--- config.mk ---
export PLATFORM = sky130hd
export DESIGN_NAME = fxu_result_stage_flat
export DESIGN_NICKNAME = d
export VERILOG_FILES = /design/src/rtl/fxu_result_stage_if.sv /design/src/rtl/fxu_result_stage.sv /design/src/flat_wrapper.sv
export SDC_FILE = /design/constraint.sdc
export NUM_CORES = 1
export LEC_CHECK = 0
export BUFFER_PORTS_ARGS = -buffer_cell sky130_fd_sc_hd__clkbuf_2
export CAP_MARGIN = 0
export CORE_MARGIN = 2
export CORE_UTILIZATION = 45
export CTS_CLUSTER_SIZE = 25
export DETAILED_ROUTE_END_ITERATION = 8
export GPL_ROUTABILITY_DRIVEN = 0
export GPL_TIMING_DRIVEN = 0
export MAX_ROUTING_LAYER = met4
export PLACE_DENSITY_LB_ADDON = 0.08
export SYNTH_ARGS = -nofsm -noshare
export SYNTH_HDL_FRONTEND = slang
export SYNTH_SLANG_ARGS = --single-unit
--- constraint.sdc ---
create_clock -name clk -period 2 [get_ports clk]
set_clock_uncertainty 0.05 [all_clocks]
set_input_delay 0.3 -clock clk [delete_from_list [all_inputs] [get_ports clk]]
set_output_delay 0.3 -clock clk [all_outputs]
set_load 0.005 [all_outputs]
--- src/rtl/fxu_result_stage_if.sv ---
// fxu_result_stage_if: upstream-result and write-back handshake bundle.
// Word is 32 bits; CR fields are packed {lt, gt, eq, so}.
interface fxu_result_stage_if #(parameter int RT_WIDTH = 5);
  logic                in_valid, in_ready, in_record, in_xer_so;
  logic [31:0]         in_result, wb_result;
  logic [3:0]          in_crout, wb_cr;
  logic [RT_WIDTH-1:0] in_rt, wb_rt;
  logic                wb_valid, wb_ready, wb_cr_we;
  modport master (
    output in_valid, in_result, in_crout, in_rt, in_record, in_xer_so, wb_ready,
    input  in_ready, wb_valid, wb_result, wb_rt, wb_cr_we, wb_cr
  );
  modport slave (
    input  in_valid, in_result, in_crout, in_rt, in_record, in_xer_so, wb_ready,
    output in_ready, wb_valid, wb_result, wb_rt, wb_cr_we, wb_cr
  );
endinterface

--- src/rtl/fxu_result_stage.sv ---
// fxu_result_stage: registered cntlz/ALU write-back stage merging XER[SO] into CR0 at capture.
// Define FXU_RESULT_SKID_EN for a 2-entry skid buffer with a registered in_ready.
module fxu_result_stage #(parameter int RT_WIDTH = 5) (
  input logic                clk,
  input logic                reset,
  input logic                flush,
  fxu_result_stage_if.slave  bus
);
  typedef struct packed {
    logic [31:0]         result;
    logic [RT_WIDTH-1:0] rt;
    logic [3:0]          cr;
    logic                rec;
  } entry_t;
  // bit0 = main valid, bit1 = skid valid
  typedef enum logic [1:0] {EMPTY = 2'b00, ONE = 2'b01, FULL = 2'b11} state_t;
  state_t r_state, w_next;
  entry_t r_main, w_entry, w_main_next;
  logic   w_in, w_out, w_load_main;
  logic [3:0] w_cr;
  assign w_in = bus.in_valid & bus.in_ready;
  assign w_out = r_state[0] & bus.wb_ready;
  assign w_cr = bus.in_record ? ((bus.in_crout & 4'b1110) | {3'b000, bus.in_xer_so}) : 4'b0000;
  assign w_entry = {bus.in_result, bus.in_rt, w_cr, bus.in_record};
`ifdef FXU_RESULT_SKID_EN
  entry_t r_skid;
  assign bus.in_ready = ~r_state[1];
  always_ff @(posedge clk or posedge reset)
    if (reset) r_skid <= '0;
    else if (r_state == ONE && w_in && !w_out) r_skid <= w_entry;
  assign w_main_next = w_load_main ? w_entry : (r_state == FULL && w_out) ? r_skid : r_main;
`else
  assign bus.in_ready = ~r_state[0] | bus.wb_ready;
  assign w_main_next = w_load_main ? w_entry : r_main;
`endif
  always_comb begin
    w_next = r_state;
    w_load_main = 1'b0;
    case (r_state)
      EMPTY: begin
        w_next = w_in ? ONE : EMPTY;
        w_load_main = w_in;
      end
      ONE: begin
        w_next = w_in ? (w_out ? ONE : FULL) : (w_out ? EMPTY : ONE);
        w_load_main = w_in & w_out;
      end
      FULL: w_next = w_out ? ONE : FULL;
      default: w_next = EMPTY;
    endcase
    if (flush) w_next = EMPTY;
  end
  always_ff @(posedge clk or posedge reset)
    if (reset) begin
      r_state <= EMPTY;
      r_main <= '0;
    end else begin
      r_state <= w_next;
      r_main <= w_main_next;
    end
  assign bus.wb_valid = r_state[0];
  assign bus.wb_result = r_main.result;
  assign bus.wb_rt = r_main.rt;
  assign bus.wb_cr = r_main.cr;
  assign bus.wb_cr_we = r_state[0] & r_main.rec;
endmodule

--- src/flat_wrapper.sv ---
// flat-port wrapper written by rule: the top's interface ports become plain ports
module fxu_result_stage_flat 
#(parameter int RT_WIDTH = 5)
  (clk, reset, flush, bus_in_valid, bus_in_result, bus_in_crout, bus_in_rt, bus_in_record, bus_in_xer_so, bus_wb_ready, bus_in_ready, bus_wb_valid, bus_wb_result, bus_wb_rt, bus_wb_cr_we, bus_wb_cr);
  fxu_result_stage_if #(.RT_WIDTH(RT_WIDTH)) bus_i ();
  input logic clk;
  input logic reset;
  input logic flush;
  input wire logic [$bits(bus_i.in_valid)-1:0] bus_in_valid;
  input wire logic [$bits(bus_i.in_result)-1:0] bus_in_result;
  input wire logic [$bits(bus_i.in_crout)-1:0] bus_in_crout;
  input wire logic [$bits(bus_i.in_rt)-1:0] bus_in_rt;
  input wire logic [$bits(bus_i.in_record)-1:0] bus_in_record;
  input wire logic [$bits(bus_i.in_xer_so)-1:0] bus_in_xer_so;
  input wire logic [$bits(bus_i.wb_ready)-1:0] bus_wb_ready;
  output wire logic [$bits(bus_i.in_ready)-1:0] bus_in_ready;
  output wire logic [$bits(bus_i.wb_valid)-1:0] bus_wb_valid;
  output wire logic [$bits(bus_i.wb_result)-1:0] bus_wb_result;
  output wire logic [$bits(bus_i.wb_rt)-1:0] bus_wb_rt;
  output wire logic [$bits(bus_i.wb_cr_we)-1:0] bus_wb_cr_we;
  output wire logic [$bits(bus_i.wb_cr)-1:0] bus_wb_cr;
  assign bus_i.in_valid = bus_in_valid;
  assign bus_i.in_result = bus_in_result;
  assign bus_i.in_crout = bus_in_crout;
  assign bus_i.in_rt = bus_in_rt;
  assign bus_i.in_record = bus_in_record;
  assign bus_i.in_xer_so = bus_in_xer_so;
  assign bus_i.wb_ready = bus_wb_ready;
  assign bus_in_ready = bus_i.in_ready;
  assign bus_wb_valid = bus_i.wb_valid;
  assign bus_wb_result = bus_i.wb_result;
  assign bus_wb_rt = bus_i.wb_rt;
  assign bus_wb_cr_we = bus_i.wb_cr_we;
  assign bus_wb_cr = bus_i.wb_cr;
  fxu_result_stage #(.RT_WIDTH(RT_WIDTH)) u_core (.clk(clk), .reset(reset), .flush(flush), .bus(bus_i));
endmodule
==> results of run 1 <==
==> per-layer routing <==
layer  GRT usage [%]  share of wire [%]  vias up
li1                -                  -      643
met5               -                  0        -
met4            6.29                1.1        0
met3            3.80                8.6        7
met1            17.2                 45      588
met2            22.5                 46       58
==> layout make-up <==
type | count | area (µm²)
buffer | 45 | 353
clock buffer | 6 | 82.6
clock inverter | 2 | 10.0
fill | 357 | 1670
inverter | 6 | 22.5
multi-input combinational | 53 | 563
sequential | 44 | 1100
tap | 52 | 65.1
timing repair buffer | 92 | 488
==> cells in the mapped netlist <==
master,number
a21oi_4,1
mux2i_1,4
and2_1,1
nand2_1,5
dfrtp_1,44
buf_4,41
inv_1,6
nor3b_1,1
a21oi_1,1
mux2_4,6
buf_6,4
nand2b_4,1
mux2_2,32
o21ai_0,1
==> worst paths after layout <==
path	start	end
worst max register to register	u_core.r_state[1]	u_core.bus.wb_result[10]
worst min register to register	u_core.bus.wb_result[6]	u_core.bus.wb_result[6]
worst min-delay path	flush	u_core.r_state[0]
min in group asynchronous	reset	u_core.bus.wb_result[5]
worst max-delay path	u_core.r_state[1]	u_core.bus.wb_result[10]
max in group asynchronous	reset	u_core.bus.wb_result[9]
==> flip-flops by register name, indices dropped and copies added (netlist names) <==
signal,flops
u_core.bus.wb_cr,4
u_core.r_state,2
u_core.r_main,1
u_core.bus.wb_result,32
u_core.bus.wb_rt,5
==> power breakdown <==
| group | internal (mW) | switching, mW | total (mW) |
|---|---|---|---|
| Combinational | 0.338 | 0.159 | 0.498 |
| Sequential | 0.995 | 0.0528 | 1.05 |
| Clock | 0.276 | 0.289 | 0.564 |
| Total | 1.61 | 0.501 | 2.11 |
==> logic make-up (layout without fill, tap and decap cells) <==
kind of cell    Yosys count  in the layout  synth area share, %
buf+inv                  51            151                 18.4
mux                      42             42                 24.0
simple gates              8              8                 2.27
compound gates            3              3                 1.29
flops                    44             44                 54.0
==> stage by stage <==
stage	hold slack (ns)	utilization, %	setup slack [ns]	std cells	power, mW
after floorplan	0.313	-	0.619	148	1.38
after global placement	0.423	58.7	0.0259	290	1.56
after detailed placement	0.285	59.3	0.495	291	1.57
after CTS	0.107	61.7	0.482	300	2.15
after global routing	0.116	61.7	0.430	300	2.23
final	0.114	61.7	0.509	300	2.11
==> worst max-delay path: cells and delay by family, from the launching register on <==
family / cells / cell delay [ns]
and+or+nand+nor: 1 / 0.15
AOI/OAI and AO/OA: 1 / 0.25
muxes: 1 / 0.34
buffers and inverters: 1 / 0.20
DFF: 1 / 0.39
==> timing repair <==
action	CTS	global route
resized for setup	0	0
endpoints found under the hold margin	20	0
hold buffers	1	0
==> results.yml, run 1 <==
outcome:
  status: "completed"
finish:
  drive_above_1_share_pct: 74.6
  area_growth_pct: 31.7
  diodes: 0
  nets: 295
  mostFrequentLayoutCells: "clkbuf_2, dfrtp_1, buf_4"
  fin_area_mm2: 0.00269
  final_common_cell: "clkbuf_2"
power_and_ir_drop:
  ir_drop_mv: 0.428
  p_per_area_mw_per_mm2: 786
  total_leakage_power_nw: 1.43
timing:
  finalCritPeriodShare_pct: 74.5
  relSlewSlack_pct: 67.9
  setup_viol: 0
  slew_violations: 0
  setup-tns-final_ns: 0
  finalHoldViolCount: 0
  worst_slew_pin_slew_ns: 0.480
  max_freq_mhz: 671
  finalCriticalPeriod_ns: 1.49
  rsz0062_at_grt: "no"
logic_synthesis:
  yosysWarningCount: 0
  synth_nets: 196
  synthCells: 148
  syn_area_mm2: 0.00204
  ys_seq_elements: 44
  netlist.area_leader.share_pct: 54.0
  avgSynthCellArea_um2: 13.8
  synth_cell_type_count: 14
  ys_seq_area_share_pct: 54.0
  synth_area_leader_cell: "dfrtp_1"
  synth_area_leaders: "dfrtp_1, mux2_2, buf_4, mux2_4, buf_6"
clocking:
  cts_htree_levels: 2
  cts-root-buf: "clkbuf_8"
  clkLatencyLatePin_ns: 0.29
  clock_path_buffers: 2
  cts_tree: "yes"
  cts.sinks: 44
  path_clk_slew_ns: 0.08
  post_cts_buffers: 0
  cts_inserted_buffers: 5
placed_design:
  placed_cell_area_mm2: 0.00258
  numPortBuffers: 90
  dp_hpwl_mm: 2.52
hold_path:
  holdPathStages: 2
  worstHoldPathType: "input port to flip-flop"
global_route:
  grt.overflow.total: 0
  grt_max_degree: 25
  antenna_found_initial: 0
  grt_pass1_vias: 1292
  grt_pass1_wl_mm: 5.46
  grt_util_all_layers_pct: 14.3
route:
  via_count: 1296
  ant_nets: 0
  wire_per_inst_um: 11.1
  drc: 0
  wl_mm: 3.32
  vias_per_cell: 4.32
  dr.pass1.iters: 3
  drtIter0Drc: 64
critical_path:
  critPathSlowestCell: "dfrtp_1"
  max_stage_delay_ns: 0.39
  rrSetupSlack_ns: 0.51
  arrival_ns: 1.62
  path_cells: "nand2b_4, a21oi_4, buf_6, mux2_2"
  path_class: "flip-flop to flip-flop"
  start_kind: "flip-flop"
  r2r_cells: 4
  cp.required_ns: 2.13
  endpoint_kind: "flip-flop"
  cp_max_fo: 10
floorplan:
  dieWidth_um: 71.3
  fp-row-count: 24
  dieArea_mm2: 0.00509
  die_y_um: 71.3
  start_util_pct: 46.8
  core_mm2: 0.00435
  io_pins: 92
run:
  cap_violations: 0
No activity file was read; power rests on OpenSTA's default activity.
==> run 2, diff against run 1 <==
Settings changed: ABC_AREA set to 1, CORE_UTILIZATION 45 to 43.
Clock period 2 ns to 1.2 ns, I/O delays scaled along.
==> results.yml, run 2 <==
outcome:
  status: "complete, but fails checks"
  violations: "setup timing"
global_route:
  grt_pass1_vias: 1582
  grt_util_all_layers_pct: 17.3
  grt_pass1_wl_mm: 7.07
  grt_max_degree: 45
  antenna_found_initial: 0
  grt.overflow.total: 0
logic_synthesis:
  synth_cell_type_count: 13
  avgSynthCellArea_um2: 8.88
  synth.area.mux_share_pct: 0
  ys_seq_area_share_pct: 51.4
  yosys-top-cells-count: "nand2_1, buf_4, dfrtp_1, nand3_1"
  synth_top_family_by_area: "simple AND/OR/NAND/NOR gates"
  synth_nets: 289
  synth_xor_xnor_area_share_pct: 0
  synth_edf_count: 0
  ys_seq_elements: 44
  yosys.area_share.simple_pct: 28.6
  netlist.area_leader.share_pct: 51.4
  synth_area_leader_cell: "dfrtp_1"
  synthAdderAreaFrac_pct: 0
  synth_flop_cell: "dfrtp_1"
  synth_area_leaders: "dfrtp_1, nand2_1, buf_4, nand3_1, buf_6"
  synth.most_common_cell: "nand2_1"
  synth_compound_area_share_pct: 0.234
  synthCells: 241
  async_flop_share_pct: 100
  syn_area_mm2: 0.00214
  yosysWarningCount: 0
placed_design:
  dpl_worst_slack_ns: -0.00472
  dp.cells: 398
  dp_hpwl_mm: 3.16
  placed_cell_area_mm2: 0.00268
  numPortBuffers: 90
route:
  ant_nets: 0
  via_count: 1761
  wl_mm: 4.52
  wire_per_inst_um: 11.0
  drtIter0Drc: 81
  dr.pass1.iters: 4
  drc: 0
  vias_per_cell: 4.28
finish:
  mostFrequentLayoutCells: "nand2_1, clkbuf_2, buf_4"
  fin_area_mm2: 0.00288
  largest_reg_flops: 32
  final_util_pct: 60.6
  nets: 391
  drive_above_1_share_pct: 47.4
  final_common_cell: "nand2_1"
  area_growth_pct: 34.5
  finalNonFillerCells: 411
  fillCellCount: 494
  diodes: 0
clocking:
  cts_htree_levels: 2
  cts_inserted_buffers: 5
  cts-root-buf: "clkbuf_8"
  clock_path_buffers: 2
  cts_tree: "yes"
  clkLatencyLatePin_ns: 0.29
  cts.sinks: 44
  path_clk_slew_ns: 0.09
critical_path:
  max_stage_delay_ns: 0.45
  cpLargestDelayFamily: "flip-flops"
  path_class: "flip-flop to output pin"
  cp.required_ns: 0.97
  r2r_start: "u_core.r_state[0]"
  endpoint_kind: "output pin"
  arrival_ns: 1.03
  cp_max_fo: 4
  critPathBufInv: 2
  start_kind: "flip-flop"
  crit_top_cell: "buf_6"
  cp-startpoint: "u_core.r_state[0]"
  critPathSlowestCell: "dfrtp_2"
  path_cells: "nand2_4, buf_6, buf_6"
floorplan:
  core_mm2: 0.00475
  dieArea_mm2: 0.00556
  start_util_pct: 45.0
  dieWidth_um: 74.6
  die_y_um: 74.6
  fp-row-count: 25
  io_pins: 92
timing:
  timing.hold.ws_ns: 0.0162
  setup_viol: 5
  finalCriticalPeriod_ns: 1.26
  finalCritPeriodShare_pct: 105
  relSlewSlack_pct: 36.9
  setup-tns-final_ns: -0.0789
  worst_slack_ns: -0.0554
  max_freq_mhz: 797
  rsz0062_at_grt: "yes"
  worst_slew_pin_slew_ns: 0.945
  finalHoldViolCount: 0
  slew_violations: 0
power_and_ir_drop:
  finalPower_mw: 3.75
  p_per_area_mw_per_mm2: 1300
  ir_drop_mv: 0.776
  total_leakage_power_nw: 1.70
hold_path:
  worstHoldPathType: "input port to asynchronous set/reset pin"
run:
  cap_violations: 0
==> run 2: changes by cell type in the layout (fill, tap and decap cells not counted), sizes merged, moves of 2 or more <==
cell,previous run,this run
clkinv,2,0
mux2i,4,0
inv,6,4
nand3b,0,4
buf,46,57
nand3,0,38
mux2,38,0
nand2,5,94
==> run 2: layer usage <==
| metal | GRT usage, % | wire length [µm] | vias to the layer above |
|---|---|---|---|
| li1 | - | - | 919 |
| met1 | 22.3 | 2000 | 784 |
| met2 | 27.1 | 2210 | 53 |
| met3 | 4.07 | 252 | 5 |
| met4 | 5.36 | 47 | 0 |
| met5 | - | 0 | - |
==> run 2: kinds of logic after synthesis <==
| logic type | after synthesis |
|---|---|
| AOI/OAI and AO/OA | 1 |
| buffers and inverters | 58 |
| DFF | 44 |
| and+or+nand+nor | 138 |
==> run 2: final cells by class <==
class                   count  area [µm²]  area share, %
plain buffers              53         417           14.5
clock buffers               7        96.3           3.34
clock inverters             1        30.0           1.04
inverters                   5        22.5          0.782
multi-input cells         139         628           21.8
flip-flops and latches     44        1100           38.3
well taps                  67        83.8           2.91
repair buffers             95         500           17.4
==> run 2: timing repair <==
item | CTS | global route
hold endpoints to repair | 2 | 0
gates resized for setup | 4 | 6
setup buffers | 3 | 1
hold buffers | 1 | 0
pin swaps | 1 | 1
cloned | 0 | 0
endpoints found under the setup margin | 2 | 44
==> run 2: path summary, 6_finish.rpt <==
kind / end / slack (ns) / cells past startpoint
max: bus_in_ready / -0.06 / 3
max in group asynchronous: u_core.r_state[0] / 0.53 / 2
max reg2reg: u_core.bus.wb_result[21] / -0.01 / 6
min: u_core.bus.wb_result[10] / 0.02 / 2
min in group clk: u_core.bus.wb_result[14] / 0.05 / 3
min reg2reg: u_core.bus.wb_result[24] / 0.42 / 2
==> run 2: report_power, final <==
group,internal [mW],switching (mW)
Sequential,1.64,0.0856
Combinational,0.468,0.336
Clock,0.735,0.489
